### src/rtl/chess_pkg.sv
`default_nettype none
// ============================================================================
// Module  : chess_pkg
// Brief   : Shared FSM encoding, timing defaults and preset-nibble mapping
//           for the chess clock turn controller.
// Revision: 1.0
// ============================================================================
package chess_pkg;

  localparam logic [2:0] c_st_init  = 3'd0;
  localparam logic [2:0] c_st_ready = 3'd1;
  localparam logic [2:0] c_st_run   = 3'd2;
  localparam logic [2:0] c_st_pause = 3'd3;
  localparam logic [2:0] c_st_flag  = 3'd4;

  localparam int c_default_min  = 5;
  localparam int c_zero_nib_min = 10;
  localparam int c_inc_sec      = 2;

  // A switch nibble of 0 would mean "no time at all", so it selects a fixed preset.
  function automatic logic [3:0] nib_to_min(input logic [3:0] nib, input logic [3:0] zero_min);
    return (nib == 4'd0) ? zero_min : nib;
  endfunction

endpackage
`default_nettype wire

### src/rtl/chess_edge_det.sv
`default_nettype none
// ============================================================================
// Module  : chess_edge_det
// Brief   : Single-register rising / any-edge detector.
// Revision: 1.0
// ============================================================================
module chess_edge_det (
  input  logic clk,
  input  logic i_d,
  output logic o_rise,
  output logic o_any
);

  logic r_prev;

  // History always tracks the input, even in reset, so leaving reset never shows an edge.
  always_ff @(posedge clk) begin
    r_prev <= i_d;
  end

  assign o_rise = i_d & ~r_prev;
  assign o_any  = i_d ^ r_prev;

endmodule
`default_nettype wire

### src/rtl/chess_turn_ctrl.sv
`default_nettype none
// ============================================================================
// Module  : chess_turn_ctrl
// Brief   : Chess clock game sequencer: turn handover, decrement/load/add
//           strobes, flag fall, move count. Optional macro CHESS_INCREMENT_EN.
// Revision: 1.0
// ============================================================================
module chess_turn_ctrl
  import chess_pkg::*;
#(
  parameter int DEFAULT_MIN  = c_default_min,
  parameter int ZERO_NIB_MIN = c_zero_nib_min,
  parameter int MOVE_W       = 8,
  parameter int INC_SEC      = c_inc_sec
) (
  input  logic              CLK,
  input  logic              CLR,
  input  logic              CE,
  input  logic              TICK,
  input  logic              SELECT,
  input  logic              STOP,
  input  logic              Set_Impulse,
  input  logic [7:0]        D,
  input  logic              ZERO0,
  input  logic              ZERO1,
  output logic              DEC0,
  output logic              DEC1,
  output logic              LOAD0,
  output logic              LOAD1,
  output logic [3:0]        LOAD_MIN0,
  output logic [3:0]        LOAD_MIN1,
  output logic              ADD0,
  output logic              ADD1,
  output logic              ACTIVE,
  output logic              FLAG0,
  output logic              FLAG1,
  output logic [MOVE_W-1:0] MOVES,
  output logic [2:0]        STATE
);

  localparam logic [3:0] c_default_nib = 4'(DEFAULT_MIN);
  localparam logic [3:0] c_zero_nib    = 4'(ZERO_NIB_MIN);

  logic              r_dec0, r_dec1, r_load0, r_load1, r_active, r_flag0, r_flag1;
  logic [3:0]        r_lmin0, r_lmin1;
  logic [MOVE_W-1:0] r_moves;
  logic [2:0]        r_state;

  logic w_sel_any, w_set_rise, w_sel_rise_unused, w_set_any_unused;
  logic w_zero_act, w_run_go, w_handover, w_load_req;

  chess_edge_det u_sel_edge (
    .clk    (CLK),
    .i_d    (SELECT),
    .o_rise (w_sel_rise_unused),
    .o_any  (w_sel_any)
  );

  chess_edge_det u_set_edge (
    .clk    (CLK),
    .i_d    (Set_Impulse),
    .o_rise (w_set_rise),
    .o_any  (w_set_any_unused)
  );

  assign w_zero_act = r_active ? ZERO1 : ZERO0;
  assign w_run_go   = (r_state == c_st_run) && CE && !w_zero_act && !STOP;
  assign w_handover = w_run_go && w_sel_any;
  assign w_load_req = CE && w_set_rise &&
                      ((r_state == c_st_pause) || ((r_state == c_st_flag) && STOP));

  always_ff @(posedge CLK) begin
    if (CLR) begin
      r_state  <= c_st_init;
      r_dec0   <= 1'b0;
      r_dec1   <= 1'b0;
      r_load0  <= 1'b0;
      r_load1  <= 1'b0;
      r_lmin0  <= 4'd0;
      r_lmin1  <= 4'd0;
      r_active <= 1'b0;
      r_flag0  <= 1'b0;
      r_flag1  <= 1'b0;
      r_moves  <= '0;
    end else begin
      r_dec0  <= 1'b0;
      r_dec1  <= 1'b0;
      r_load0 <= 1'b0;
      r_load1 <= 1'b0;
      if (r_state == c_st_init) begin
        r_load0 <= 1'b1;
        r_load1 <= 1'b1;
        r_lmin0 <= c_default_nib;
        r_lmin1 <= c_default_nib;
        r_state <= c_st_ready;
      end else if (CE) begin
        if (w_load_req) begin
          r_load0 <= 1'b1;
          r_load1 <= 1'b1;
          r_lmin0 <= nib_to_min(D[3:0], c_zero_nib);
          r_lmin1 <= nib_to_min(D[7:4], c_zero_nib);
          r_moves <= '0;
          r_flag0 <= 1'b0;
          r_flag1 <= 1'b0;
        end
        case (r_state)
          c_st_ready: begin
            r_active <= SELECT;
            r_state  <= STOP ? c_st_pause : c_st_run;
          end
          c_st_run: begin
            if (w_zero_act) begin
              r_state <= c_st_flag;
              if (r_active) r_flag1 <= 1'b1;
              else          r_flag0 <= 1'b1;
            end else if (STOP) begin
              r_state <= c_st_pause;
            end else begin
              // The tick is charged to the side that was running at this edge.
              if (TICK) begin
                r_dec0 <= ~r_active;
                r_dec1 <= r_active;
              end
              if (w_handover) begin
                r_active <= SELECT;
                if (r_moves != '1) r_moves <= r_moves + MOVE_W'(1);
              end
            end
          end
          c_st_pause: begin
            r_active <= SELECT;
            if (!STOP) r_state <= c_st_run;
          end
          c_st_flag: begin
            if (w_load_req) r_state <= c_st_pause;
          end
          default: r_state <= c_st_init;
        endcase
      end
    end
  end

`ifdef CHESS_INCREMENT_EN
  logic r_add0, r_add1;

  always_ff @(posedge CLK) begin
    if (CLR) begin
      r_add0 <= 1'b0;
      r_add1 <= 1'b0;
    end else begin
      r_add0 <= w_handover && !r_active && (INC_SEC != 0);
      r_add1 <= w_handover &&  r_active && (INC_SEC != 0);
    end
  end

  assign ADD0 = r_add0;
  assign ADD1 = r_add1;
`else
  logic w_inc_unused;
  assign w_inc_unused = (INC_SEC != 0);
  assign ADD0 = 1'b0;
  assign ADD1 = 1'b0;
`endif

  assign DEC0      = r_dec0;
  assign DEC1      = r_dec1;
  assign LOAD0     = r_load0;
  assign LOAD1     = r_load1;
  assign LOAD_MIN0 = r_lmin0;
  assign LOAD_MIN1 = r_lmin1;
  assign ACTIVE    = r_active;
  assign FLAG0     = r_flag0;
  assign FLAG1     = r_flag1;
  assign MOVES     = r_moves;
  assign STATE     = r_state;

endmodule
`default_nettype wire

### config.mk
export PLATFORM = sky130hd
export DESIGN_NAME = chess_turn_ctrl
export DESIGN_NICKNAME = d
export VERILOG_FILES = /design/src/rtl/chess_pkg.sv /design/src/rtl/chess_edge_det.sv /design/src/rtl/chess_turn_ctrl.sv
export SDC_FILE = /design/constraint.sdc
export NUM_CORES = 1
export LEC_CHECK = 0
export BUFFER_PORTS_ARGS = -buffer_cell sky130_fd_sc_hd__buf_2
export CAP_MARGIN = 25
export CORE_ASPECT_RATIO = 0.5
export CORE_MARGIN = 5
export CORE_UTILIZATION = 45
export CTS_CLUSTER_SIZE = 40
export DETAILED_ROUTE_END_ITERATION = 8
export GPL_TIMING_DRIVEN = 1
export PLACE_DENSITY_LB_ADDON = 0.15
export REMOVE_ABC_BUFFERS = 1
export SLEW_MARGIN = 0
export SYNTH_ARGS = -nofsm -noshare
export SYNTH_HDL_FRONTEND = slang
export SYNTH_SLANG_ARGS = --single-unit
### constraint.sdc
create_clock -name CLK -period 2.3 [get_ports CLK]
set_input_delay 0.46 -clock CLK [delete_from_list [all_inputs] [get_ports CLK]]
set_output_delay 0.46 -clock CLK [all_outputs]
set_load 0.01 [all_outputs]
* Word level (Yosys, flattened, before mapping)
Cells that the tools add are included.
** Operators by class
- $add $sub $neg :: 1
- Eq/ne operators :: 14
- Muxes and demuxes :: 38
- Bitwise operators :: 8
- Reduce and logical (&&, ||, !) cells :: 25
** Operators by type and width (count)
- $mux W8 :: 6
- $mux W3 :: 10
- $mux W1 :: 18
- $pmux W3 S4 :: 1
- $ne A2 B2 Y1 const B :: 5
- $add A8 B1 Y8 const B :: 1
- $logic_not A4 Y1 :: 2
- $mux W4 :: 2
- $ne A8 B8 Y1 const B :: 1
- $reduce_and A4 Y1 :: 2
- $logic_and A1 B1 Y1 :: 7
- $reduce_or A7 Y1 :: 1
- $eq A3 B2 Y1 const B :: 2
- $ne A3 B2 Y1 const B :: 2
- $not A1 Y1 :: 6
- $reduce_and A2 Y1 :: 3
- $reduce_and A6 Y1 :: 1
- $reduce_bool A2 Y1 :: 3
- $ne A4 B3 Y1 const B :: 1
- $reduce_or A2 Y1 :: 2
- $eq A3 B1 Y1 const B :: 1
- $eq A3 B3 Y1 const B :: 1
- $logic_not A3 Y1 :: 1
- $ne A3 B3 Y1 const B :: 1
- 5 further kinds :: 6
** Word-level totals
- Register bits after elaboration :: 27
- Input port bits :: 17
- Output and inout bits :: 28
- Word-level logic and storage cells :: 101

* Depth between registers and ports, before layout
- Depth in word-level cells :: 10
- Gate-level depth with buffers :: 6
- Gate-level depth less buffers :: 5

* By module
From an unflattened synthesis, not the netlist that was laid out.
** Second synthesis, totals
- Cells, all modules :: 156
- Area total of the unflattened synthesis :: 1370.1 µm²
** Modules (own cells, without submodules)
- chess_turn_ctrl :: times used 1, cells each 148, area an instance 1290.0 µm², sequential area each 500.5 µm²
- chess_edge_det :: times used 2, cells each 4, area an instance 40.0 µm², sequential area each 20.0 µm²

* Least setup slack after synthesis
No wires, ideal clock.
- Kind :: register -> register
- Start point :: register r_active (netlist: ACTIVE)
- End point :: register r_moves[7] (netlist: MOVES[7])
- Library setup time :: 0.074 ns
- Arrival time :: 1.638 ns
- Required time :: 2.226 ns
- Slack :: 0.587 ns
- Cell stages (with the launch flop) :: 5
- Buffers on the path :: 0
- Period minus slack after synthesis :: 1.713 ns
- Cells stage by stage :: dfxtp_1 mux2i_4 nand4_4 or4_1 a31oi_1
** On the way
- Cells in the longest elaborated chain, start to end :: 9
** RTL lines
- start: declaration :: line chess_turn_ctrl.sv:44 : logic r_dec0, r_dec1, r_load0, r_load1, r_active, r_flag0, r_flag1;
- start signal: assignment :: line chess_turn_ctrl.sv:81 : r_active <= 1'b0;
- start signal: assignment :: line chess_turn_ctrl.sv:108 : r_active <= SELECT;
- start signal: assignment :: line chess_turn_ctrl.sv:125 : r_active <= SELECT;
- $mux W1 * :: line chess_turn_ctrl.sv:66 : assign w_zero_act = r_active ? ZERO1 : ZERO0;
- $logic_not A1 Y1 :: line chess_turn_ctrl.sv:67 : assign w_run_go = (r_state == c_st_run) && CE && !w_zero_act && !STOP;
- $logic_and A1 B1 Y1 (2 in series) :: line chess_turn_ctrl.sv:67
- $logic_and A1 B1 Y1 :: line chess_turn_ctrl.sv:68 : assign w_handover = w_run_go && w_sel_any;
- $mux W8 :: line chess_turn_ctrl.sv:124 : if (w_handover) begin
- $mux W8 :: line chess_turn_ctrl.sv:116 : end else if (STOP) begin
- $mux W8 * :: line chess_turn_ctrl.sv:112 : if (w_zero_act) begin
- $mux W8 * :: line chess_turn_ctrl.sv:106 : case (r_state)
- end signal: assignment :: line chess_turn_ctrl.sv:126 : if (r_moves != '1) r_moves <= r_moves + MOVE_W'(1);
- end: declaration :: line chess_turn_ctrl.sv:46 : logic [MOVE_W-1:0] r_moves;
Every way passes the cells marked *; elsewhere a longest branch is shown, timed or not.
A chain may end at the register's enable or synchronous reset.

* Worst setup path in the final report
- Start point :: register r_state[2] (netlist: STATE[2])
- End point :: register r_lmin1[2] (netlist: LOAD_MIN1[2])
** On the way
- Cells in the longest elaborated chain, start to end :: 6
- Elaborated cells on any way between the ends :: 10
- Those cells by class :: 2 x eq/ne; 1 x mux; 7 x reduce/logical
** RTL lines
- start: declaration :: line chess_turn_ctrl.sv:47 : logic [2:0] r_state;
- start signal: assignment :: line chess_turn_ctrl.sv:74 : r_state <= c_st_init;
- start signal: assignment :: line chess_turn_ctrl.sv:95 : r_state <= c_st_ready;
- start signal: assignment :: line chess_turn_ctrl.sv:109 : r_state <= STOP ? c_st_pause : c_st_run;
- $eq A3 B3 Y1 :: line chess_turn_ctrl.sv:70 : ((r_state == c_st_pause) || ((r_state == c_st_flag) && STOP));
- $logic_and A1 B1 Y1 :: line chess_turn_ctrl.sv:70
- $logic_or A1 B1 Y1 :: line chess_turn_ctrl.sv:70
- $logic_and A1 B1 Y1 :: line chess_turn_ctrl.sv:69 : assign w_load_req = CE && w_set_rise &&
- $reduce_bool A2 Y1 (no line)
- $reduce_and A2 Y1 (no line)
- end signal: assignment :: line chess_turn_ctrl.sv:94 : r_lmin1 <= c_default_nib;
- end signal: assignment :: line chess_turn_ctrl.sv:101 : r_lmin1 <= nib_to_min(D[7:4], c_zero_nib);
- end: declaration :: line chess_turn_ctrl.sv:45 : logic [3:0] r_lmin0, r_lmin1;
Several ways; a longest one is shown, not always the timed one.

==> flow_metrics.tcl <==
set metrics [dict create \
    timing.critical_path.to_type "flop" \
    wl_per_cell_um 14.0 \
    timing.slew.headroom 0.628 \
    cts_inserted_buffers 3 \
    power_frac_seq 0.550 \
    floorplan.initialDensity 0.467 \
    gr-usage-all-layers 0.160 \
    ys_top_cells_by_area "sky130_fd_sc_hd__dfxtp_1 (39%), sky130_fd_sc_hd__nor3_1 (4.3%), sky130_fd_sc_hd__a211oi_1 (3.2%)" \
    place.gp.congestion 0.830 \
    drt-pass1-iter-count 4 \
    launch_instance_of_the_worst_min_delay_path "Set_Impulse" \
    static-leakage-power_uw 0.000699 \
    placement.io_buffers 42 \
    postPlaceCellArea_um2 1620 \
    dominantRegCellSynth "sky130_fd_sc_hd__dfxtp_1" \
    count_of_endpoints_failing_setup_in_the_final_report 0 \
    worst_clock_skew_ns 0.00249 \
    timing_worst_slew_pin_value_ns 0.551 \
    critical_path_arrival_ns 2.11 \
    layout-drive-gt1-share 0.275 \
    power_density_nw_per_um2 550 \
    area_delta_synth_final_pct 19.2 \
    cts_tree "yes" \
    h-tree-depth 1 \
    final_hold_viol_count 0 \
    antenna-diode-count 0 \
    synth.largest_area_cell "sky130_fd_sc_hd__dfxtp_1" \
    power.share.switching 0.269 \
    viasPerCell 5.62 \
    core_area_um2 3000 \
    chain_of_cells_forming_the_critical_path "and3b_1 > o2111ai_2 > buf_4 > nor2_1 > a211oi_1" \
    layout_worst_path_cycle_share 0.841 \
    syn_area_um2 1400 \
    seq_area_frac_synth 0.386 \
    layout_min_cycle_time_ns 1.93 \
    post-synth-top-area-fraction 0.386 \
    synthesis.yosys.warnings 0 \
    achievable-frequency_mhz 517 \
    clk_pin_slew_worst_paths_ns 0.09 \
    critical_path.reg2reg.startpoint "STATE[2]$_SDFFE_PP0P_" \
    worst-setup-path-type "reg -> reg" \
    synth-async-reset-ratio 0 \
    setup_repair_after_global_routing_missed_its_margin "no" \
    cp-start-kind "flop" \
    postSynthRegisterBits 27 \
    hpwlAfterDp_um 2560 \
    drc 0 \
    p_clk_frac 0.288 \
    critPathMaxStageDelay_ns 0.61 \
    power_report.internal_total_uw 672 \
    final_max_slew_viol_count 0 \
    total_number_of_clock_tree_sinks 27 \
    required_ns 2.48 \
    grt_first_pass_wirelength_um 5620 \
    total_wirelength_of_the_detailed_routed_design_um 3360 \
    result_of_the_run "completed" \
    post_route_setup_tns_ns 0 \
    power.combinational.fraction 0.163 \
    cap_viol_max_count 0 \
    synth_enable_flop_cells 0 \
    route.antenna.remaining_nets 0 \
    initialDrtViolationCount 42 \
    post_cts_hold_buffer_count 0 \
    vdd_drop_max_uv 262 \
    grt_max_degree 19 \
    syn-instance-count 163 \
    multi_input_comb_area_um2 785 \
    cts.repair_timing.setup_buffer_count 0 \
    grt_pass1_vias 1182 \
    fill_cells 279 \
    critPathSlowestCell "sky130_fd_sc_hd__dfxtp_1" \
    maximum_fanout_along_the_worst_path 18 \
    resized_after_cts 0 \
    switchingPower_uw 247 \
    die-height_um 49.4 \
    postSynthAreaPerCell_um2 8.59 \
    routed-via-count 1349 \
    net_count_final 219 \
    regArea_um2 541 \
    type_of_the_worst_min_delay_path "in -> reg" \
    design.portCount 45 \
    grt_remaining_overflow 0 \
    die_x_um 88.9 \
    worst_skew_pair_later_pin_latency_ns 0.27 \
    floorplan.rows 14 \
    grt_antenna_before_repair 0 \
    final_design_area_excluding_fillers_um2 1670 \
    unique_cell_type_count_in_the_yosys_netlist 50 \
    clk_path_buf_depth 2 \
    crit_path_start "STATE[2]$_SDFFE_PP0P_" \
    clk_root_buffer_cell "sky130_fd_sc_hd__clkbuf_8" \
    floorplan.die_area_um2 4390 \
]
## area by class of cell
cell class	instances	share of cell area
multi-input combinational	120	0.470
sequential	27	0.324
timing repair buffer	45	0.139
tap	40	0.0300
clock buffer	3	0.0247
inverter	4	0.00900
clock inverter	1	0.00300
## cell usage after synthesis (all sizes together) (3+ instances only)
library cell	n
nand2	12
buf	8
nand2b	5
inv	4
nor3	12
clkbuf	5
nand3	3
o31ai	3
dfxtp	27
a211oi	6
o21ai	4
a21oi	6
nor4	6
o2111ai	4
nor3b	3
nand4	3
nor2	12
nor2b	7
## worst paths after layout
kind,endpoint,slack (ns),cells after the start
worst min register to register,FLAG1$_SDFFE_PP0P_,0.49,2
worst max-delay path,LOAD_MIN1[2]$_SDFFE_PP0P_,0.37,5
worst max register to register,LOAD_MIN1[2]$_SDFFE_PP0P_,0.37,5
worst min-delay path,u_set_edge.r_prev$_DFF_P_,0.33,1
## flip-flops by register name (all words and copies together), names as in the netlist
name / count
DEC1: 1
FLAG1: 1
ACTIVE: 1
MOVES: 8
LOAD_MIN0: 4
LOAD1: 1
FLAG0: 1
u_set_edge.r_prev: 1
DEC0: 1
LOAD_MIN1: 4
u_sel_edge.r_prev: 1
STATE: 3
## placed cells by master (no fill, tap or decap), drive strengths merged, types with 2 or more instances in the layout
cell type,n
nor4,6
a211oi,6
clkbuf,3
and3b,2
o31ai,3
nand4,3
a21oi,6
a31oi,2
inv,4
dfxtp,27
nor2b,7
o21ai,4
a41oi,2
a32oi,2
o2111ai,4
nor3b,3
nor2,12
and4,2
nand2,12
and3,2
buf,45
nand2b,5
nand3,3
conb,2
or2,2
nor3,12
## power by group through the flow
stage               combinational [uW]  clock (uW)  sequential [uW]
floorplan                         67.2           0              527
global placement                   146           0              515
detailed placement                 150           0              516
CTS                                151         274              505
global route                       166         299              509
finish                             150         264              505
## layer usage
layer / GRT usage / routed length (um) / vias to the layer above
li1: - / - / 680
met1: 0.224 / 1560 / 638
met2: 0.244 / 1570 / 29
met3: 0.0506 / 214 / 2
met4: 0.0226 / 12 / 0
met5: 0 / 0 / -
## critical path, delay by kind of cell (launching register included)
kind	cells	cell delay, ns
AO/OA/AOI/OAI	2	0.63
flip-flops	1	0.61
AND/OR/NAND/NOR	2	0.30
buffers and inverters	1	0.30
## kinds of logic (layout without fill, tap and decap cells)
kind of cell	Yosys count	in the layout	share of synthesized area
simple gates	77	77	0.323
compound gates	38	38	0.201
flops	27	27	0.386
buf+inv	17	53	0.0563
fa+ha+maj	1	1	0.00894
other cells	1	2	0.00268
xor+xnor	1	1	0.00626
mux	1	1	0.0161
## stage by stage
stage                util  cells  hold slack (ns)  setup WS [ns]  total power (uW)
floorplan               -    151            0.488          0.353               594
global placement    0.542    236            0.469          0.397               661
detailed placement  0.542    236            0.470          0.332               666
CTS                 0.557    240            0.318          0.355               931
global route        0.557    240            0.315          0.157               974
finish              0.557    240            0.327          0.365               918
No activity file was read; power rests on OpenSTA's default activity.
